$ cat src/rtl/eprom_prog_seq.sv
// eprom_prog_seq: programming sequencer for an 8755A-style EPROM.
// Walks the instruction buffer from address 0 to LAST_ADDR. For each byte it
// latches the address with ALE, sets up the data, issues a timed PROG pulse
// and holds the data afterwards, all with the programming supply enabled.
// Optional feature macro: PGM_VERIFY_EN adds a read-back compare after each byte.
// Each timed window must be at least one cycle long, so every cycle parameter
// must be 1 or greater.
module eprom_prog_seq #(
  parameter int LAST_ADDR      = 2047,
  parameter int VDD_SETTLE_CYC = 500000,
  parameter int SETUP_CYC      = 50,
  parameter int PULSE_CYC      = 2500000
) (
  input  logic        clk,
  input  logic        rst,
  input  logic        start,
  output logic        buf_rd,
  output logic [10:0] buf_addr,
  input  logic [7:0]  buf_data,
  output logic [7:0]  ad_out,
  output logic        ad_oe,
  input  logic [7:0]  ad_in,
  output logic [2:0]  a_hi,
  output logic        ale,
  output logic        rd_n,
  output logic        prog,
  output logic        vdd_en,
  output logic        busy,
  output logic        done,
  output logic        error,
  output logic [10:0] err_addr
);

  // One shared down-counter times every window, so it is sized for the longest.
  localparam int MAX_VP  = (VDD_SETTLE_CYC > PULSE_CYC) ? VDD_SETTLE_CYC : PULSE_CYC;
  localparam int MAX_CYC = (MAX_VP > SETUP_CYC) ? MAX_VP : SETUP_CYC;
  localparam int CNT_W   = $clog2(MAX_CYC) + 1;

  localparam logic [CNT_W-1:0] VDD_LOAD   = CNT_W'(VDD_SETTLE_CYC - 1);
  localparam logic [CNT_W-1:0] SETUP_LOAD = CNT_W'(SETUP_CYC - 1);
  localparam logic [CNT_W-1:0] PULSE_LOAD = CNT_W'(PULSE_CYC - 1);
  localparam logic [10:0]      LAST       = 11'(LAST_ADDR);

  localparam logic [3:0] ST_IDLE    = 4'd0;
  localparam logic [3:0] ST_VDD_ON  = 4'd1;
  localparam logic [3:0] ST_FETCH   = 4'd2;
  localparam logic [3:0] ST_WAIT    = 4'd3;
  localparam logic [3:0] ST_ADDR    = 4'd4;
  localparam logic [3:0] ST_SETUP   = 4'd5;
  localparam logic [3:0] ST_PULSE   = 4'd6;
  localparam logic [3:0] ST_HOLD    = 4'd7;
`ifdef PGM_VERIFY_EN
  localparam logic [3:0] ST_VRD     = 4'd8;
  localparam logic [3:0] ST_VCMP    = 4'd9;
`endif
  localparam logic [3:0] ST_NEXT    = 4'd10;
  localparam logic [3:0] ST_VDD_OFF = 4'd11;
  localparam logic [3:0] ST_FIN     = 4'd12;

  logic [3:0]       state_reg;
  logic [CNT_W-1:0] cnt_reg;
  logic [10:0]      addr_reg;
  logic [7:0]       data_reg;
  logic             cnt_zero;

  assign cnt_zero = (cnt_reg == '0);

`ifdef PGM_VERIFY_EN
  logic        error_reg;
  logic [10:0] err_addr_reg;
`else
  // Read-back bus is not observed when verify is compiled out.
  logic [7:0] ad_in_unused;
  assign ad_in_unused = ad_in;
`endif

  // Sequencer FSM: state, window counter, byte address and data capture.
  always_ff @(posedge clk) begin
    if (rst) begin
      state_reg <= ST_IDLE;
      cnt_reg   <= '0;
      addr_reg  <= '0;
      data_reg  <= '0;
`ifdef PGM_VERIFY_EN
      error_reg    <= 1'b0;
      err_addr_reg <= '0;
`endif
    end else begin
      case (state_reg)
        ST_IDLE: begin
          if (start) begin
            addr_reg  <= '0;
            cnt_reg   <= VDD_LOAD;
            state_reg <= ST_VDD_ON;
`ifdef PGM_VERIFY_EN
            error_reg <= 1'b0;
`endif
          end
        end
        ST_VDD_ON: begin
          if (cnt_zero) state_reg <= ST_FETCH;
          else          cnt_reg   <= cnt_reg - 1'b1;
        end
        ST_FETCH: state_reg <= ST_WAIT;
        ST_WAIT: begin
          data_reg  <= buf_data;
          state_reg <= ST_ADDR;
        end
        ST_ADDR: begin
          cnt_reg   <= SETUP_LOAD;
          state_reg <= ST_SETUP;
        end
        ST_SETUP: begin
          if (cnt_zero) begin
            cnt_reg   <= PULSE_LOAD;
            state_reg <= ST_PULSE;
          end else begin
            cnt_reg <= cnt_reg - 1'b1;
          end
        end
        ST_PULSE: begin
          if (cnt_zero) begin
            cnt_reg   <= SETUP_LOAD;
            state_reg <= ST_HOLD;
          end else begin
            cnt_reg <= cnt_reg - 1'b1;
          end
        end
        ST_HOLD: begin
          if (cnt_zero) begin
`ifdef PGM_VERIFY_EN
            cnt_reg   <= SETUP_LOAD;
            state_reg <= ST_VRD;
`else
            state_reg <= ST_NEXT;
`endif
          end else begin
            cnt_reg <= cnt_reg - 1'b1;
          end
        end
`ifdef PGM_VERIFY_EN
        ST_VRD: begin
          if (cnt_zero) state_reg <= ST_VCMP;
          else          cnt_reg   <= cnt_reg - 1'b1;
        end
        ST_VCMP: begin
          // A bad byte aborts the run; the supply still ramps down normally.
          if (ad_in != data_reg) begin
            error_reg    <= 1'b1;
            err_addr_reg <= addr_reg;
            cnt_reg      <= VDD_LOAD;
            state_reg    <= ST_VDD_OFF;
          end else begin
            state_reg <= ST_NEXT;
          end
        end
`endif
        ST_NEXT: begin
          // Stop at the last address so the counter never wraps.
          if (addr_reg == LAST) begin
            cnt_reg   <= VDD_LOAD;
            state_reg <= ST_VDD_OFF;
          end else begin
            addr_reg  <= addr_reg + 1'b1;
            state_reg <= ST_FETCH;
          end
        end
        ST_VDD_OFF: begin
          if (cnt_zero) state_reg <= ST_FIN;
          else          cnt_reg   <= cnt_reg - 1'b1;
        end
        ST_FIN:  state_reg <= ST_IDLE;
        default: state_reg <= ST_IDLE;
      endcase
    end
  end

  // EPROM bus decode: address phase, data phase and the PROG window.
  always_comb begin
    ad_out = 8'h00;
    ad_oe  = 1'b0;
    ale    = 1'b0;
    prog   = 1'b0;
    case (state_reg)
      ST_ADDR: begin
        ad_out = addr_reg[7:0];
        ad_oe  = 1'b1;
        ale    = 1'b1;
      end
      ST_SETUP, ST_HOLD: begin
        ad_out = data_reg;
        ad_oe  = 1'b1;
      end
      ST_PULSE: begin
        ad_out = data_reg;
        ad_oe  = 1'b1;
        prog   = 1'b1;
      end
      default: ;
    endcase
  end

  // Supply is up from VDD_ON through the last byte; it drops for the VDD_OFF settle.
  assign busy     = (state_reg != ST_IDLE) && (state_reg != ST_FIN);
  assign vdd_en   = busy && (state_reg != ST_VDD_OFF);
  assign buf_rd   = busy;
  assign buf_addr = addr_reg;
  assign a_hi     = busy ? addr_reg[10:8] : 3'd0;
  assign done     = (state_reg == ST_FIN);

`ifdef PGM_VERIFY_EN
  assign rd_n     = (state_reg != ST_VRD);
  assign error    = error_reg;
  assign err_addr = err_addr_reg;
`else
  assign rd_n     = 1'b1;
  assign error    = 1'b0;
  assign err_addr = 11'd0;
`endif

endmodule
$ cat config.mk
export PLATFORM = sky130hd
export DESIGN_NAME = eprom_prog_seq
export DESIGN_NICKNAME = d
export VERILOG_FILES = /design/src/rtl/eprom_prog_seq.sv
export SDC_FILE = /design/constraint.sdc
export NUM_CORES = 1
export LEC_CHECK = 0
export ABC_AREA = 1
export CAP_MARGIN = 25
export CORE_MARGIN = 4
export CORE_UTILIZATION = 48
export CTS_CLUSTER_DIAMETER = 40
export DETAILED_ROUTE_END_ITERATION = 10
export PLACE_DENSITY = 0.75
export SLEW_MARGIN = 5
export SYNTH_ARGS = -nofsm -noshare
export SYNTH_HDL_FRONTEND = slang
export SYNTH_SLANG_ARGS = --single-unit
$ cat constraint.sdc
create_clock -name clk -period 2.29 [get_ports clk]
set_input_delay 0.3435 -clock clk [delete_from_list [all_inputs] [get_ports clk]]
set_output_delay 0.3435 -clock clk [all_outputs]
set_load 0.05 [all_outputs]
After elaboration in Yosys (flattened, before gate mapping):

Index checks and enable logic that the tools add are counted.
Widths: inputs -> output; s select.

* register bits: 46
* output and inout port bits: 42
* word-level logic and storage cells: 63

* $add $sub $neg: 2
* equality and inequality tests: 22
* multiplexer cells: 22
* reduce and logical (&&, ||, !) cells: 13

Operators with widths (number)
* $pmux 23 s6: 1
* $mux 23: 5
* $pmux 4 s10: 1
* $mux 4: 7
* $logic_not 23->1: 1
* $sub 23x1->23 const B: 1
* $mux 11: 2
* $pmux 11 s2: 1
* $ne 2x2->1 const B: 9
* $eq 4x3->1 const B: 4
* $pmux 8 s2: 1
* $eq 4x4->1 const B: 3
* $add 11x1->11 const B: 1
* $eq 11x11->1 const B: 1
* $eq 4x2->1 const B: 2
* $ne 4x4->1 const B: 2
* $reduce_and 6->1: 1
* $reduce_bool 6->1: 1
* $reduce_or 3->1: 2
* $eq 4x1->1 const B: 1
* $logic_not 4->1: 1
* $reduce_and 4->1: 1
* $reduce_bool 4->1: 1
* $reduce_or 4->1: 1
* 5 further kinds: 8

Depth between registers and ports, before layout:

* depth after elaboration: 4
* mapped depth: 14
* mapped depth without buffers: 13

Worst setup path before layout:

Ideal clock, no wire load.

* path kind: reg2out
* start: register state_reg[1]
* end: output ad_out[0]
* arrival time: 2.669 ns
* required time: 1.947 ns
* path slack: -0.722 ns
* stages on the path, launching flop included: 6
* buffers on the path: 0
* cells stage by stage: dfxtp_1 nor2_1 inv_1 nor2_1 inv_1 o21ai_0

* word-level cells in the longest chain between the ends: 3
* elaborated cells on any way between the ends: 6
* those cells by class: eq/ne: 4; mux: 1; reduce/logical: 1

Ends and longest elaborated chain
* start: declaration: RTL line 60 `logic [3:0] state_reg;`
* start signal: assignment: RTL line 80 `state_reg <= ST_IDLE;`
* start signal: assignment: RTL line 94 `state_reg <= ST_VDD_ON;`
* start signal: assignment: RTL line 101 `if (cnt_zero) state_reg <= ST_FETCH;`
* $eq 4x3->1: RTL line 184 `case (state_reg)`
* $reduce_or 3->1 (no line)
* $pmux 8 s2 (*): RTL line 184
* end: declaration: RTL line 20 `output logic [7:0] ad_out,`

Mark *: on every way between the ends. The rest lies on a longest branch, timed or not.

Worst setup path in the final report:

Ends and elaborated chain as after synthesis.

==> results.tsv <==
stage	metric	value	unit
pwr	power_density	1400	nW/um2
floorplanning	pin_count	61	
synthesis	synthMuxAreaShare	0	%
synthesis	synth_edf_count	0	
final_layout	nets	529	
final_layout	nFillCells	542	
pwr	p_sw_share	53.0	%
setup_path	worst-setup-path-type	flop to output port	
sta	period_minus_slack	2.07	ns
global_routing	grt_max_degree	22	
pwr	worst_ir_drop_vdd	1370	uV
sta	rsz0062_at_grt	no	
drt	ant_nets	0	
setup_path	end_kind	output port	
synthesis	synthAdderAreaFrac	0.838	%
floorplanning	die_w	86.9	um
floorplanning	die_area	7550	um2
cts	postCtsSetupRepairBufs	0	
global_routing	grt_pass1_wl	13300	um
final_layout	drive_gt1_share	16.1	%
sta	period_share	90.6	%
floorplanning	num_rows	28	
synthesis	yosysSeqAreaShare	30.8	%
drt	wl	7650	um
sta	finalHoldViolCount	0	
sta	max_freq	482	MHz
pwr	p_comb_share	61.7	%
sta	slew_headroom	66.2	%
sta	tns	0	ns
final_layout	largest_reg_flops	23	
final_layout	synthToLayoutAreaGrowth	23.0	%
synthesis	yosys_register_bits	46	
cts	cts_tree	built	
drt	wl_per_cell	13.1	um
place	dp_hpwl	5860	um
cts	cts.sinks	46	
setup_path	rrSetupSlack	0.22	ns
synthesis	synth_top_family_by_area	simple AND/OR/NAND/NOR gates	
sta	worst_pin_slew	0.506	ns
cts	htreeDepth	2	
drt	route.met2.wl	3620	um
global_routing	grt.overflow.total	0	
cts	cts_buffers	5	
drt	met3_length	456	um
final_layout	diodes	0	
setup_path	required	1.95	ns
place	numPortBuffers	39	
sta	skew	0.00731	ns
drt	drc	0	
cts	cts_buffer_depth	2	
place	globalplace.congestion	0.960	
synthesis	async_reset_ff_share	0	%
final_layout	seqCellArea	921	um2
synthesis	syn-cell-area	2990	um2
synthesis	syn_area_per_cell	6.40	um2
drt	dr.pass1.iters	5	
drt	wl_met1	3420	um
setup_path	arrival	1.73	ns
pwr	intPower	2.42	mW
setup_path	worstPathMaxFanout	12	
final_layout	multi_input_area	1760	um2
sta	setup_viol_count_final	0	
run	maxCapViolations	0	
cts	clk_pin_slew	0.09	ns
floorplanning	die_y	86.9	um
synthesis	synth_cells	467	
synthesis	ys_warn_count	0	
global_routing	grt_pass1_vias	2931	
sta	slew_violations	0	
pwr	p_seq_share	23.5	%
min_path	min_path_type	flop to flop	
cts	cts_root_buffer	clkbuf_8	
synthesis	synthFlopType	dfxtp_1	
global_routing	grt.total_usage	21.7	%
pwr	clockPowerShare	14.8	%
drt	top_layer_used	met4	
drt	drt-initial-drc-count	255	
setup_path	worst_setup_path_start_kind	flop	
final_layout	fin_util	61.3	%
cts	clk-insertion-delay-late	0.31	ns
synthesis	synth_compound_area_share	12.9	%
pwr	cellLeakagePower	1.62	nW
floorplanning	core_area	5990	um2
place	dp_cells	576	
drt	vias	3088	
status	status	completed	
synthesis	synth_cell_types	33	
final_layout	fin_cells	584	
pwr	switchingPower	2.73	mW
floorplanning	initial_core_util	49.9	%
global_routing	antenna_found_initial	0	
drt	vias_per_cell	5.29	
synthesis	synth-xor-area-share	3.81	%
synthesis	synthSimpleGateAreaFrac	38.8	%
-- power groups by stage --
stage	sequential (mW)	combinational [mW]	clock, mW
final	1.21	3.17	0.761
after global routing	1.24	3.53	0.806
after CTS	1.20	3.14	0.773
after detailed placement	1.22	3.11	0
after global placement	1.21	3.08	0
after floorplan	1.22	2.48	0
-- worst max-delay path, cell delays in order (launching register included) --
cell and delay, ns:
dfxtp_1 0.37, nor2_1 0.21, inv_2 0.15, nor2_2 0.19
inv_2 0.14, o21ai_2 0.20, buf_12 0.16
-- cell usage after synthesis, types with 2 or more instances --
cell / instances / area, um2
nand4_1: 7 / 43.8
inv_1: 50 / 188
clkbuf_1: 4 / 15.0
nand2_1: 87 / 327
a211oi_1: 2 / 15.0
nand2_4: 2 / 22.5
nor2_4: 5 / 56.3
o21ai_0: 34 / 170
nor2_2: 7 / 43.8
nor3_1: 6 / 30.0
nand3_1: 34 / 170
nand3b_1: 3 / 22.5
o21ai_1: 5 / 25.0
nor3_2: 3 / 30.0
inv_2: 6 / 22.5
a21oi_1: 30 / 150
nand2_2: 12 / 75.1
ha_1: 2 / 25.0
buf_4: 15 / 113
dfxtp_1: 46 / 921
buf_6: 3 / 33.8
nor2_1: 81 / 304
conb_1: 2 / 7.51
xor2_1: 9 / 78.8
xnor2_1: 4 / 35.0
-- cells in the final DEF, fill, tap and decap left out, drive strengths merged, types with 13 or more instances in the layout --
cell,n
nand2,101
nor2,93
inv,57
dfxtp,46
o21ai,40
nand3,34
a21oi,31
buf,24
clkdlybuf4s50,21
conb,13
-- final timing paths --
kind | from | end | depth (start not counted)
hold reg to reg | cnt_reg[22] | cnt_reg[22] | 2
setup reg to reg | buf_addr[1] | cnt_reg[1] | 12
hold / removal | cnt_reg[22] | cnt_reg[22] | 2
setup / recovery | state_reg[1] | ad_out[0] | 6
-- cell type report --
| class | count | share of cell area, % |
|---|---|---|
| timing repair buffer | 45 | 14.7 |
| clock buffer | 6 | 2.25 |
| tap | 75 | 2.55 |
| sequential | 46 | 25.1 |
| clock inverter | 2 | 1.63 |
| multi-input combinational | 353 | 47.8 |
| inverter | 57 | 5.96 |
-- timing repair --
| item | in CTS | in global routing |
|---|---|---|
| hold endpoints to repair | 0 | 0 |
| setup endpoints to repair | 0 | 11 |
| resized for setup | 0 | 3 |
| hold buffers | 0 | 0 |
-- metal layers --
metal,global-route usage (%),up-vias
li1,-,1542
met1,27.7,1436
met2,36.1,94
met3,5.39,16
met4,6.52,0
met5,0,-
-- per-stage QoR --
stage / total power [mW] / hold WS, ns / setup slack (ns) / instance area (um2)
after floorplan: 3.71 / 0.437 / 0.0875 / 3060
after global placement: 4.29 / 0.451 / 0.263 / 3530
after detailed placement: 4.33 / 0.489 / 0.214 / 3530
after CTS: 5.11 / 0.504 / 0.0429 / 3670
after global routing: 5.57 / 0.544 / 0.0222 / 3670
final: 5.14 / 0.499 / 0.215 / 3670
-- logic make-up (layout without fill, tap and decap cells) --
| family | count (synthesis) | in the layout |
|---|---|---|
| AO/OA/AOI/OAI | 74 | 74 |
| XOR/XNOR | 13 | 13 |
| adder cells (fa/ha/maj) | 2 | 2 |
| buffers and inverters | 79 | 110 |
| flip-flops | 46 | 46 |
| other | 2 | 13 |
| AND/OR/NAND/NOR | 251 | 251 |
(Power assumes the default switching activity.)
